File: src/rtl/mem_arbiter_pkg.sv
// Shared defaults and helpers for the memory arbiter and its ID queue.
package mem_arbiter_pkg;

  localparam int unsigned DefNrPorts        = 2;
  localparam int unsigned DefAddrWidth      = 64;
  localparam int unsigned DefDataWidth      = 64;
  localparam int unsigned DefMaxOutstanding = 4;

  // Width of a port index; a single port still needs one bit.
  function automatic int unsigned idx_width(input int unsigned n);
    return (n > 1) ? $clog2(n) : 1;
  endfunction

endpackage

File: src/rtl/mem_arbiter_id_fifo.sv
// In-order queue of granted port indices awaiting their downstream response.
module mem_arbiter_id_fifo
  import mem_arbiter_pkg::*;
#(
  parameter int unsigned Depth = DefMaxOutstanding,
  parameter int unsigned Width = 1
) (
  input  logic             clk_i,
  input  logic             rst_ni,
  input  logic             push_i,
  input  logic             pop_i,
  input  logic [Width-1:0] data_i,
  output logic             full_o,
  output logic             empty_o,
  output logic [Width-1:0] head_o
);

  localparam int unsigned PtrW = (Depth > 1) ? $clog2(Depth) : 1;
  localparam int unsigned CntW = $clog2(Depth + 1);

  logic [Width-1:0] mem_q [Depth];
  logic [Width-1:0] mem_d [Depth];
  logic [PtrW-1:0]  wptr_q, wptr_d;
  logic [PtrW-1:0]  rptr_q, rptr_d;
  logic [CntW-1:0]  cnt_q, cnt_d;
  logic             push_eff, pop_eff;

  function automatic logic [PtrW-1:0] next_ptr(input logic [PtrW-1:0] ptr);
    return (ptr == PtrW'(Depth - 1)) ? '0 : ptr + PtrW'(1);
  endfunction

  assign full_o  = (cnt_q == CntW'(Depth));
  assign empty_o = (cnt_q == '0);
  assign head_o  = mem_q[rptr_q];

  assign push_eff = push_i & ~full_o;
  assign pop_eff  = pop_i & ~empty_o;

  always_comb begin
    mem_d  = mem_q;
    wptr_d = wptr_q;
    rptr_d = rptr_q;
    cnt_d  = cnt_q;
    if (push_eff) begin
      mem_d[wptr_q] = data_i;
      wptr_d        = next_ptr(wptr_q);
    end
    if (pop_eff) begin
      rptr_d = next_ptr(rptr_q);
    end
    unique case ({push_eff, pop_eff})
      2'b10:   cnt_d = cnt_q + CntW'(1);
      2'b01:   cnt_d = cnt_q - CntW'(1);
      default: cnt_d = cnt_q;
    endcase
  end

  always_ff @(posedge clk_i or negedge rst_ni) begin
    if (!rst_ni) begin
      mem_q  <= '{default: '0};
      wptr_q <= '0;
      rptr_q <= '0;
      cnt_q  <= '0;
    end else begin
      mem_q  <= mem_d;
      wptr_q <= wptr_d;
      rptr_q <= rptr_d;
      cnt_q  <= cnt_d;
    end
  end

endmodule

File: src/rtl/mem_arbiter.sv
// Round-robin N:1 memory arbiter with grant lock and in-order response routing.
module mem_arbiter
  import mem_arbiter_pkg::*;
#(
  parameter int unsigned NR_PORTS        = DefNrPorts,
  parameter int unsigned ADDR_WIDTH      = DefAddrWidth,
  parameter int unsigned DATA_WIDTH      = DefDataWidth,
  parameter int unsigned MAX_OUTSTANDING = DefMaxOutstanding
) (
  input  logic                                  clk_i,
  input  logic                                  rst_ni,
  input  logic [NR_PORTS-1:0][ADDR_WIDTH-1:0]   in_address_i,
  input  logic [NR_PORTS-1:0][DATA_WIDTH-1:0]   in_wdata_i,
  input  logic [NR_PORTS-1:0]                   in_req_i,
  input  logic [NR_PORTS-1:0]                   in_we_i,
  input  logic [NR_PORTS-1:0][DATA_WIDTH/8-1:0] in_be_i,
  output logic [NR_PORTS-1:0]                   in_gnt_o,
  output logic [NR_PORTS-1:0]                   in_rvalid_o,
  output logic [DATA_WIDTH-1:0]                 in_rdata_o,
  output logic [ADDR_WIDTH-1:0]                 out_address_o,
  output logic [DATA_WIDTH-1:0]                 out_wdata_o,
  output logic                                  out_req_o,
  output logic                                  out_we_o,
  output logic [DATA_WIDTH/8-1:0]               out_be_o,
  input  logic                                  out_gnt_i,
  input  logic                                  out_rvalid_i,
  input  logic [DATA_WIDTH-1:0]                 out_rdata_i,
  output logic                                  resp_err_o
);

  localparam int unsigned IdxW = idx_width(NR_PORTS);

  logic [IdxW-1:0] rr_ptr_q, rr_ptr_d;
  logic [IdxW-1:0] lock_idx_q, lock_idx_d;
  logic            lock_q, lock_d;
  logic            resp_err_q, resp_err_d;

  logic [IdxW-1:0] winner;
  logic            found;
  logic            lock_hold;
  int unsigned     cand;
  logic            req_int;
  logic            transfer;
  logic            fifo_full, fifo_empty;
  logic [IdxW-1:0] fifo_head;
  logic            pop;

  // Winner: a still-requesting locked port, else first requester from rr_ptr.
  always_comb begin
    winner    = rr_ptr_q;
    found     = 1'b0;
    cand      = 0;
    lock_hold = lock_q & in_req_i[lock_idx_q];
    if (lock_hold) begin
      winner = lock_idx_q;
      found  = 1'b1;
    end else begin
      for (int unsigned i = 0; i < NR_PORTS; i++) begin
        cand = 32'(rr_ptr_q) + i;
        if (cand >= NR_PORTS) begin
          cand = cand - NR_PORTS;
        end
        if (!found && in_req_i[cand]) begin
          winner = IdxW'(cand);
          found  = 1'b1;
        end
      end
    end
  end

  // Outputs gated by rst_ni so they drop immediately on reset assertion.
  assign req_int  = rst_ni & (|in_req_i) & ~fifo_full;
  assign transfer = req_int & out_gnt_i;
  assign pop      = out_rvalid_i & ~fifo_empty;

  assign out_req_o     = req_int;
  assign out_address_o = in_address_i[winner];
  assign out_wdata_o   = in_wdata_i[winner];
  assign out_we_o      = in_we_i[winner];
  assign out_be_o      = in_be_i[winner];
  assign in_rdata_o    = out_rdata_i;
  assign resp_err_o    = resp_err_q;

  always_comb begin
    in_gnt_o    = '0;
    in_rvalid_o = '0;
    if (transfer) begin
      in_gnt_o[winner] = 1'b1;
    end
    if (pop && rst_ni) begin
      in_rvalid_o[fifo_head] = 1'b1;
    end
  end

  always_comb begin
    rr_ptr_d   = rr_ptr_q;
    lock_d     = lock_q;
    lock_idx_d = lock_idx_q;
    resp_err_d = resp_err_q | (out_rvalid_i & fifo_empty);
    if (transfer) begin
      lock_d   = 1'b0;
      rr_ptr_d = (winner == IdxW'(NR_PORTS - 1)) ? '0 : winner + IdxW'(1);
    end else if (req_int) begin
      lock_d     = 1'b1;
      lock_idx_d = winner;
    end else if (lock_q && !in_req_i[lock_idx_q]) begin
      lock_d = 1'b0;
    end
  end

  always_ff @(posedge clk_i or negedge rst_ni) begin
    if (!rst_ni) begin
      rr_ptr_q   <= '0;
      lock_q     <= 1'b0;
      lock_idx_q <= '0;
      resp_err_q <= 1'b0;
    end else begin
      rr_ptr_q   <= rr_ptr_d;
      lock_q     <= lock_d;
      lock_idx_q <= lock_idx_d;
      resp_err_q <= resp_err_d;
    end
  end

  mem_arbiter_id_fifo #(
    .Depth (MAX_OUTSTANDING),
    .Width (IdxW)
  ) u_id_fifo (
    .clk_i   (clk_i),
    .rst_ni  (rst_ni),
    .push_i  (transfer),
    .pop_i   (pop),
    .data_i  (winner),
    .full_o  (fifo_full),
    .empty_o (fifo_empty),
    .head_o  (fifo_head)
  );

endmodule

File: config.mk
export PLATFORM = sky130hd
export DESIGN_NAME = mem_arbiter
export DESIGN_NICKNAME = d
export VERILOG_FILES = /design/src/rtl/mem_arbiter_pkg.sv /design/src/rtl/mem_arbiter_id_fifo.sv /design/src/rtl/mem_arbiter.sv
export SDC_FILE = /design/constraint.sdc
export NUM_CORES = 1
export LEC_CHECK = 0
export CAP_MARGIN = 25
export CORE_AREA = 2 2 216 218
export CTS_CLUSTER_DIAMETER = 40
export DETAILED_ROUTE_END_ITERATION = 8
export DIE_AREA = 0 0 218 220
export DONT_BUFFER_PORTS = 1
export GPL_TIMING_DRIVEN = 0
export PLACE_DENSITY = 0.3
export SYNTH_ARGS = -nofsm -noshare
export SYNTH_HDL_FRONTEND = slang
export SYNTH_HIERARCHICAL = 1
export SYNTH_SLANG_ARGS = --single-unit
File: constraint.sdc
create_clock -name clk_i -period 4 [get_ports clk_i]
set_input_delay 0.2 -clock clk_i [delete_from_list [all_inputs] [get_ports clk_i]]
set_output_delay 0.2 -clock clk_i [all_outputs]
set_load 0.005 [all_outputs]
==> impl_metrics.yaml, run 1 <==
logic_synthesis:
  ys_seq_area_frac: 0.119
  synth_seq_cells: 15
  synth_edf_count: 0
  synth_most_common_cell: "mux2_2"
  syn-num-nets: 660
  synth_area_leaders: "mux2_2 (50%), buf_4 (15%), dfrtp_1 (12%), buf_6 (3.9%), ha_1 (2.4%)"
  synth_top_cell_by_area: "mux2_2"
  postSynthCellCount: 309
  synthDistinctLibCells: 34
  async_flop_share: 1.00
  synth_area_um2: 3150
  syn_avg_cell_area_um2: 10.2
  synthFlopType: "dfrtp_1"
  yosysWarnings: 6
  synth_top_area_share: 0.497
  yosys-top-cells-count: "mux2_2 (139), buf_4 (64), dfrtp_1 (15), nand2_1 (12), buf_6 (11)"
worst_setup_path:
  worstRegToRegCells: 11
  crit_chain: "nor3b_4, nand3b_1, nor2_1, nand2b_1, buf_6, ha_1, inv_1, fa_1, xor2_1, nor2_1, xor2_1"
  path_buf_inv: 2
  path_depth: 11
  worstPathRequired_ps: 4170
  cpPeakStageDelay_ps: 440
  start_kind: "flop"
  rr_startpoint: "u_id_fifo/cnt_q[0]$_DFFE_PN0P_"
  critPathKind: "reg2reg"
  crit_fanout: 8
  cpMaxStageDelayCell: "dfrtp_1"
  r2r_end: "u_id_fifo/cnt_q[2]$_DFFE_PN0P_"
  worstPathArrival_ps: 2760
  rrSetupSlack_ps: 1410
  path_delay_family: "simple AND/OR/NAND/NOR gates"
  endpoint_kind: "flop"
route:
  drt_iter0_markers: 58
  dr.pass1.iters: 4
  drc: 0
  drt_wl_total_mm: 19.2
  viasPerCell: 2.74
  wl_per_cell_um: 20.8
  ant_nets: 0
  routed-via-count: 2532
hold_path:
  hold_start: "in_req_i[0]"
  hp-class: "in2reg"
  min_to: "lock_idx_q$_DFFE_PN0P_"
  holdPathStages: 1
power_and_ir_drop:
  power_frac_seq: 0.156
  leakagePower_nw: 1.43
  switching_share: 0.455
  internal-power_w: 0.00106
  clkPwrFrac: 0.102
  irDropWorstVdd_uv: 174
  power.switching_w: 0.000880
  combPwrFrac: 0.742
  power.density_nw_per_um2: 484
final_layout:
  fin_util: 0.0873
  stdcell_count: 923
  fillerInstances: 5290
  multi_input_area_um2: 2080
  nets: 666
  regArea_um2: 375
  final_area_um2: 4000
  drive_gt1_frac: 0.732
  area_growth_pct: 27.1
clocking:
  cts_tree: "done"
  clk_path_buf_depth: 2
  ctsHtreeMaxLevel: 1
  clk_root_buffer_cell: "clkbuf_16"
  cts_buffers: 3
  cts.sinks: 15
  clkLatencyLatePin_ps: 240
  clkTransAtPathRegs_ps: 50
timing:
  final.setup_skew_ps: 1.28
  relSlewSlack: 0.491
  tns_ps: 0
  max_freq_ghz: 0.386
  period_share: 0.647
  grt_setup_unrepaired: "false"
  hold_violations: 0
  setup_viol: 0
  drv_slew: 0
  tightest_slew_ps: 762
  period_minus_slack_ps: 2590
floorplan:
  die_w_um: 218
  initial_core_util: 0.0686
  die_area_um2: 48000
  pin_count: 551
  die-height_um: 220
  placeableCoreArea_um2: 45900
  num_rows: 79
global_routing:
  grt_pass1_vias: 2351
  overflow: 0
  grt_pass1_wl_mm: 21.2
  antenna_found_initial: 4
  grt_max_degree: 16
  track_usage: 0.0683
place:
  dp_hpwl_mm: 17.8
  io_buffers: 0
  dpl_cell_area_um2: 3910
  dp.cells: 916
  gp_congestion: 0.755
outcome:
  outcome: "complete, no violations"
run:
  maxCapViolCount: 0
stage by stage:
stage               hold WS, ps  power [W]  setup slack [ps]
finish                     68.2    0.00194              1410
detailed placement        -95.1    0.00178              1390
global placement          -94.9    0.00177              1350
CTS                        70.0    0.00199              1360
global route               72.6    0.00209              1140
floorplan                 -95.6    0.00136              1760
flip-flops by register name, summed over array words and instances, names as in the netlist:
register	count
u_id_fifo/mem_q	4
rr_ptr_q	1
u_id_fifo/cnt_q	3
resp_err_o	1
u_id_fifo/wptr_q	2
u_id_fifo/rptr_q	2
lock_idx_q	1
lock_q	1
layer usage:
metal / part of all wire / vias up / wire length (um) / track usage
met2: 0.46 / 272 / 8740 / 0.107
met3: 0.096 / 18 / 1850 / 0.0195
met5: 0 / - / 0 / 0
met4: 0.042 / 0 / 809 / 0.0288
met1: 0.41 / 1203 / 7770 / 0.0871
li1: - / 1039 / - / -
final cells by class:
cell class / count / area share
clock inverter: 1 / 0.00125
buffer: 80 / 0.166
multi-input combinational: 206 / 0.519
clock buffer: 3 / 0.0188
sequential: 15 / 0.0938
timing repair buffer: 1 / 0.00250
tap: 607 / 0.190
antenna: 2 / 0.00125
inverter: 8 / 0.00750
worst max-delay path by stage:
stage | from | end | slack (ps)
after floorplan | u_id_fifo/cnt_q[0]$_DFFE_PN0P_ | u_id_fifo/cnt_q[2]$_DFFE_PN0P_ | 1760
final | u_id_fifo/cnt_q[0]$_DFFE_PN0P_ | u_id_fifo/cnt_q[2]$_DFFE_PN0P_ | 1410
after global routing | u_id_fifo/cnt_q[0]$_DFFE_PN0P_ | u_id_fifo/cnt_q[2]$_DFFE_PN0P_ | 1140
after global placement | u_id_fifo/cnt_q[0]$_DFFE_PN0P_ | u_id_fifo/cnt_q[2]$_DFFE_PN0P_ | 1350
after CTS | u_id_fifo/cnt_q[0]$_DFFE_PN0P_ | u_id_fifo/cnt_q[2]$_DFFE_PN0P_ | 1360
after detailed placement | u_id_fifo/cnt_q[1]$_DFFE_PN0P_ | u_id_fifo/cnt_q[2]$_DFFE_PN0P_ | 1390
power by group through the flow:
stage               registers, W  clock network [W]  logic (W)
detailed placement      0.000305                  0    0.00147
global placement        0.000306                  0    0.00147
global route            0.000317           0.000212    0.00156
CTS                     0.000303           0.000201    0.00148
finish                  0.000303           0.000197    0.00144
floorplan               0.000285                  0    0.00107
kinds of logic (layout without fill, tap and decap cells):
family,after synthesis,in the layout,share of synthesized area
xor+xnor,3,3,0.00835
mux,146,146,0.528
fa+ha+maj,7,7,0.0302
buf+inv,88,93,0.221
other cells,0,2,0
simple gates,33,33,0.0560
flops,15,15,0.119
compound gates,17,17,0.0374
cells in the final DEF, fill, tap and decap left out:
| cell type | netlist | final |
|---|---|---|
| ha_1 | 6 | 6 |
| mux2_2 | 139 | 139 |
| clkbuf_8 | 4 | 4 |
| buf_4 | 64 | 64 |
| nand2_1 | 12 | 12 |
| or2b_1 | 1 | 1 |
| nand3b_1 | 1 | 1 |
| o22ai_4 | 1 | 1 |
| dfrtp_1 | 15 | 15 |
| nor3b_1 | 1 | 1 |
| or3b_2 | 1 | 1 |
| dlygate4sd3_1 | 0 | 1 |
| a22oi_1 | 1 | 1 |
| nor3b_4 | 1 | 1 |
| fa_1 | 1 | 1 |
| xor2_1 | 2 | 2 |
| inv_1 | 8 | 8 |
| mux2_4 | 3 | 3 |
| nand2b_1 | 3 | 3 |
| a32oi_1 | 1 | 1 |
| o21ai_0 | 9 | 9 |
| a211oi_1 | 1 | 1 |
| buf_6 | 11 | 11 |
| xnor2_1 | 1 | 1 |
| nor2_1 | 7 | 7 |
| nor3_1 | 1 | 1 |
| mux2i_1 | 3 | 3 |
| a21o_1 | 1 | 1 |
| a22o_1 | 1 | 1 |
| buf_2 | 1 | 1 |
| nor2b_1 | 4 | 4 |
| diode_2 | 0 | 2 |
| clkbuf_16 | 0 | 3 |
| clkinv_2 | 0 | 1 |
| mux4_2 | 1 | 1 |
| and3_1 | 1 | 1 |
| o31ai_1 | 1 | 1 |
| o21ai_1 | 1 | 1 |
repair_timing:
| item | in CTS | in global routing |
|---|---|---|
| endpoints found under the setup margin | 0 | 0 |
| hold buffers | 1 | 0 |
| resized for setup | 0 | 0 |
| buffers inserted | 0 | 0 |
| endpoints found under the hold margin | 15 | 0 |
Note: power is estimated with default switching activity, not from simulation.
==> inputs of run 2 (changes only) <==
--- a/config.mk
+++ b/config.mk
@@ -6,10 +6,10 @@
 export NUM_CORES = 1
 export LEC_CHECK = 0
 export CAP_MARGIN = 25
-export CORE_AREA = 2 2 216 218
+export CORE_AREA = 2 2 213 215
 export CTS_CLUSTER_DIAMETER = 40
 export DETAILED_ROUTE_END_ITERATION = 8
-export DIE_AREA = 0 0 218 220
+export DIE_AREA = 0 0 215 217
 export DONT_BUFFER_PORTS = 1
 export GPL_TIMING_DRIVEN = 0
 export PLACE_DENSITY = 0.3
==> constraint.sdc (replaced) <==
create_clock -name clk_i -period 2.15 [get_ports clk_i]
set_input_delay 0.1075 -clock clk_i [delete_from_list [all_inputs] [get_ports clk_i]]
set_output_delay 0.1075 -clock clk_i [all_outputs]
set_load 0.005 [all_outputs]
==> run 2 against run 1 <==
The run now ends with setup timing left. Highest routed layer unchanged. Sequential cell count is the same. Die area decreased by 2.7%. Sequential share of layout area shrank 1.6 points. Critical path type is now reg2out.
==> impl_metrics.yaml, run 2 (synthesis results as in run 1) <==
power_and_ir_drop:
  internal-power_w: 0.00276
  combPwrFrac: 0.803
  irDropWorstVdd_uv: 338
  power_w: 0.00469
  power.density_nw_per_um2: 971
  clkPwrFrac: 0.079
  power_frac_seq: 0.118
  leakagePower_nw: 2.05
  power.switching_w: 0.00193
  switching_share: 0.411
route:
  dr.pass1.iters: 4
  routed-via-count: 2658
  drt_iter0_markers: 111
  ant_nets: 0
  wl_per_cell_um: 21.5
  viasPerCell: 2.82
  drc: 0
  drt_wl_total_mm: 20.3
outcome:
  outcome: "finished, violations left"
  violations: "setup timing"
timing:
  final.setup_skew_ps: 1.84
  grt_setup_unrepaired: "true"
  relSlewSlack: 0.467
  max_freq_ghz: 0.462
  whs_ps: 10.5
  period_minus_slack_ps: 2170
  worst_slack_ps: -16.5
  tightest_slew_ps: 797
  hold_violations: 0
  period_share: 1.01
  setup_viol: 4
  drv_slew: 0
global_routing:
  grt_pass1_wl_mm: 23.1
  track_usage: 0.0741
  grt_max_degree: 16
  overflow: 0
  antenna_found_initial: 3
  grt_pass1_vias: 2486
final_layout:
  stdcell_count: 943
  largest-register: "u_id_fifo/mem_q"
  final_common_cell: "mux2_4"
  reg_top3: "u_id_fifo/mem_q (4), u_id_fifo/cnt_q (3)"
  area_growth_pct: 53.5
  regArea_um2: 377
  drive_gt1_frac: 0.761
  nets: 691
  multi_input_area_um2: 2450
  final_cell_mix: "mux2_4 (95), buf_4 (79), mux2_2 (47), dfrtp_1 (14), nand2_1 (12)"
  fillerInstances: 5210
  fin_util: 0.108
  largest_register_ffs: 4
worst_setup_path:
  worstPathRequired_ps: 2040
  worstPathArrival_ps: 2060
  crit_fanout: 7
  endpoint_kind: "output port"
  start_kind: "flop"
  critPathKind: "reg2out"
clocking:
  cts.sinks: 15
  cts_tree: "done"
  clk_root_buffer_cell: "clkbuf_16"
  ctsHtreeMaxLevel: 1
  clkTransAtPathRegs_ps: 50
  cts_buffers: 3
  clkLatencyLatePin_ps: 250
  clk_path_buf_depth: 2
floorplan:
  die_w_um: 215
  num_rows: 78
  pin_count: 551
  initial_core_util: 0.0704
  die-height_um: 217
  die_area_um2: 46700
  placeableCoreArea_um2: 44700
run:
  maxCapViolCount: 0
place:
  dp.cells: 909
  pre_cts_ws_ps: -389
  io_buffers: 0
  dp_hpwl_mm: 16.9
  gp_congestion: 0.809
hold_path:
  hp-class: "in2reg"
==> run 2: cell count changes in the layout (fill, tap and decap cells not counted), sizes merged <==
cell	previous run	this run
buf	76	95
clkbuf	7	10
diode	2	4
dlygate4sd3	1	4
==> run 2: repair_timing <==
item / in CTS / in global routing
cloned: 4 / 3
hold buffers: 4 / 0
resized for setup: 81 / 46
endpoints found under the hold margin: 18 / 0
pin swaps: 3 / 4
setup endpoints to repair: 131 / 121
setup buffers: 7 / 9
==> run 2: power groups by stage <==
| stage | clock network [W] | registers (W) | logic, W |
|---|---|---|---|
| final | 0.000373 | 0.000553 | 0.00377 |
| after global routing | 0.000397 | 0.000572 | 0.00402 |
| after CTS | 0.000384 | 0.000552 | 0.00348 |
| after detailed placement | 0 | 0.000565 | 0.00277 |
| after global placement | 0 | 0.000571 | 0.00278 |
| after floorplan | 0 | 0.000530 | 0.00202 |
==> run 2: area by class of cell <==
type | count | share of cell area
repair buffers | 27 | 0.0714
plain buffers | 79 | 0.163
diodes | 4 | 0.00207
well taps | 600 | 0.155
clock inverters | 1 | 0.00104
flip-flops and latches | 15 | 0.0779
clock buffers | 3 | 0.0155
multi-input cells | 206 | 0.507
inverters | 8 | 0.00621
==> run 2: layer usage <==
| layer | GRT usage | part of all wire | vias up |
|---|---|---|---|
| li1 | - | - | 1093 |
| met1 | 0.0878 | 0.37 | 1265 |
| met2 | 0.141 | 0.53 | 280 |
| met3 | 0.00992 | 0.082 | 20 |
| met4 | 0.0163 | 0.019 | 0 |
| met5 | 0 | 0 | - |
==> run 2: critical path, stage by stage (launching register included) <==
cell and delay [ps]:
dfrtp_1 400, mux2_4 330, o22ai_4 170, buf_12 160, buf_16 170, buf_16 170, mux2_4 370
==> run 2: stage by stage <==
stage | setup TNS [ps] | area [um2]
floorplan | -16.4 | 3170
global placement | -946 | 3920
detailed placement | -892 | 3920
CTS | -1870 | 4510
global route | -2310 | 4830
finish | -43.6 | 4830
==> run 2: path summary, 6_finish.rpt <==
path,from,cells after the start,to,slack [ps]
min reg2reg,resp_err_o$_DFF_PN0_,1,resp_err_o$_DFF_PN0_,490
min,in_req_i[1],1,lock_q$_DFFE_PN0P_,10
max reg2reg,u_id_fifo/cnt_q[0]$_DFFE_PN0P_,11,u_id_fifo/cnt_q[2]$_DFFE_PN0P_,20
max in group asynchronous,rst_ni,1,u_id_fifo/cnt_q[0]$_DFFE_PN0P_,1210
min in group asynchronous,rst_ni,1,u_id_fifo/rptr_q[1]$_DFFE_PN0P_,390
max,lock_q$_DFFE_PN0P_,6,out_be_o[5],-20
==> inputs of run 3 (changes only) <==
--- a/config.mk
+++ b/config.mk
@@ -12,6 +12,7 @@
 export DIE_AREA = 0 0 215 217
 export DONT_BUFFER_PORTS = 1
 export GPL_TIMING_DRIVEN = 0
+export HOLD_SLACK_MARGIN = 0.05
 export PLACE_DENSITY = 0.3
 export SYNTH_ARGS = -nofsm -noshare
 export SYNTH_HDL_FRONTEND = slang
==> run 3 against run 2 <==
The flow still finishes with violations (setup timing). Cell count did not move. Non-clock buffer count is the same. Cell area is the same. Sequential power hardly changed.
==> impl_metrics.yaml, run 3 (synthesis results as in run 1) <==
outcome:
  outcome: "finished, violations left"
  violations: "setup timing"
clocking:
  clkTransAtPathRegs_ps: 50
  cts_buffers: 3
  cts_tree: "done"
  clk_root_buffer_cell: "clkbuf_16"
  clkLatencyLatePin_ps: 250
  cts.sinks: 15
  ctsHtreeMaxLevel: 1
  clk_path_buf_depth: 2
power_and_ir_drop:
  leakagePower_nw: 2.05
  irDropWorstVdd_uv: 338
  power.density_nw_per_um2: 971
worst_setup_path:
  critPathKind: "reg2out"
  worstPathRequired_ps: 2040
  r2r_end: "u_id_fifo/cnt_q[2]$_DFFE_PN0P_"
  startpoint: "lock_q$_DFFE_PN0P_"
  start_kind: "flop"
  endpoint_kind: "output port"
  cp-endpoint: "out_be_o[5]"
  rrSetupSlack_ps: 30
  rr_startpoint: "u_id_fifo/cnt_q[0]$_DFFE_PN0P_"
  worstPathArrival_ps: 2060
  worstRegToRegCells: 11
  crit_fanout: 7
route:
  routed-via-count: 2660
  drc: 0
  viasPerCell: 2.82
  ant_nets: 0
  wl_per_cell_um: 21.5
  dr.pass1.iters: 4
  drt_wl_total_mm: 20.3
  drt_iter0_markers: 86
final_layout:
  stdcell_count: 943
  final_cell_mix: "mux2_4 (95), buf_4 (79), mux2_2 (47), dfrtp_1 (14), nand2_1 (12)"
  fin_util: 0.108
  area_growth_pct: 53.5
  final_common_cell: "mux2_4"
  drive_gt1_frac: 0.761
  fillerInstances: 5210
  largest-register: "u_id_fifo/mem_q"
  reg_top3: "u_id_fifo/mem_q (4), u_id_fifo/cnt_q (3)"
  largest_register_ffs: 4
  nets: 691
timing:
  worst_slack_ps: -14.7
  grt_setup_unrepaired: "true"
  period_share: 1.01
  tns_ps: -39.5
  period_minus_slack_ps: 2160
  tightest_slew_ps: 798
  max_freq_ghz: 0.462
  relSlewSlack: 0.466
  whs_ps: 98.5
  hold_violations: 0
  drv_slew: 0
  final.setup_skew_ps: 1.53
  setup_viol: 3
run:
  maxCapViolCount: 0
floorplan:
  die_w_um: 215
  pin_count: 551
  placeableCoreArea_um2: 44700
  num_rows: 78
  die_area_um2: 46700
  initial_core_util: 0.0704
  die-height_um: 217
place:
  dp.cells: 909
  dp_hpwl_mm: 16.9
  gp_congestion: 0.809
  pre_cts_ws_ps: -389
  io_buffers: 0
global_routing:
  gr-usage-met3: 0.00992
  use_met1: 0.0875
  antenna_found_initial: 3
  overflow: 0
  grt_pass1_vias: 2498
  grt_max_degree: 16
  use_met2: 0.142
  track_usage: 0.0743
  grt_pass1_wl_mm: 23.2
  top_usage_layer: "met2"
hold_path:
  hp-class: "in2reg"
==> run 3: cell counts in the layout (fill, tap and decap cells not counted) <==
No cell type changed its count.
==> run 3: critical path: stages (launching register included) <==
cell	delay (ps)
dfrtp_1	400
mux2_4	330
o22ai_4	170
buf_12	160
buf_16	170
buf_16	170
mux2_4	370
==> run 3: worst min-delay path by stage <==
stage | start | end | slack, ps | cells past startpoint
after floorplan | rst_ni | lock_idx_q$_DFFE_PN0P_ | -190 | 0
after global routing | in_req_i[0] | rr_ptr_q$_DFFE_PN0N_ | 100 | 2
after detailed placement | rst_ni | resp_err_o$_DFF_PN0_ | -190 | 0
after CTS | in_req_i[0] | rr_ptr_q$_DFFE_PN0N_ | 90 | 2
after global placement | rst_ni | resp_err_o$_DFF_PN0_ | -190 | 0
final | in_req_i[0] | rr_ptr_q$_DFFE_PN0N_ | 100 | 2
==> run 3: layout make-up <==
cell class                      instances  area (um2)  area share
Tap cell                              600         751       0.155
Sequential cell                        15         377      0.0779
Buffer                                 79         790       0.163
Timing Repair Buffer                   27         345      0.0714
Inverter                                8        30.0     0.00621
Multi-Input combinational cell        206        2450       0.507
Clock buffer                            3        75.1      0.0155
Clock inverter                          1        5.00     0.00104
Antenna cell                            4        10.0     0.00207
==> run 3: metal layers <==
| metal | vias to the layer above | wire [um] | share of wire |
|---|---|---|---|
| met3 | 20 | 1650 | 0.081 |
| met1 | 1264 | 7550 | 0.37 |
| met4 | 0 | 386 | 0.019 |
| met2 | 283 | 10700 | 0.53 |
| met5 | - | 0 | 0 |
| li1 | 1093 | - | - |
==> run 3: repair_timing <==
item,in CTS,in global routing
gates cloned,4,3
hold buffers,4,0
setup buffers,7,9
setup endpoints to repair,131,121
pin swaps,3,4
resized for setup,81,46
hold endpoints to repair,19,0
==> run 3: per-stage QoR <==
stage               cell area [um2]  total power [W]
detailed placement             3920          0.00333
floorplan                      3170          0.00254
CTS                            4510          0.00442
global route                   4830          0.00499
finish                         4830          0.00470
global placement               3920          0.00335
==> run 3: power breakdown <==
group | internal (W) | switching [W]
Combinational | 0.00209 | 0.00168
Sequential | 0.000424 | 0.000129
Clock | 0.000249 | 0.000124
Total | 0.00276 | 0.00193
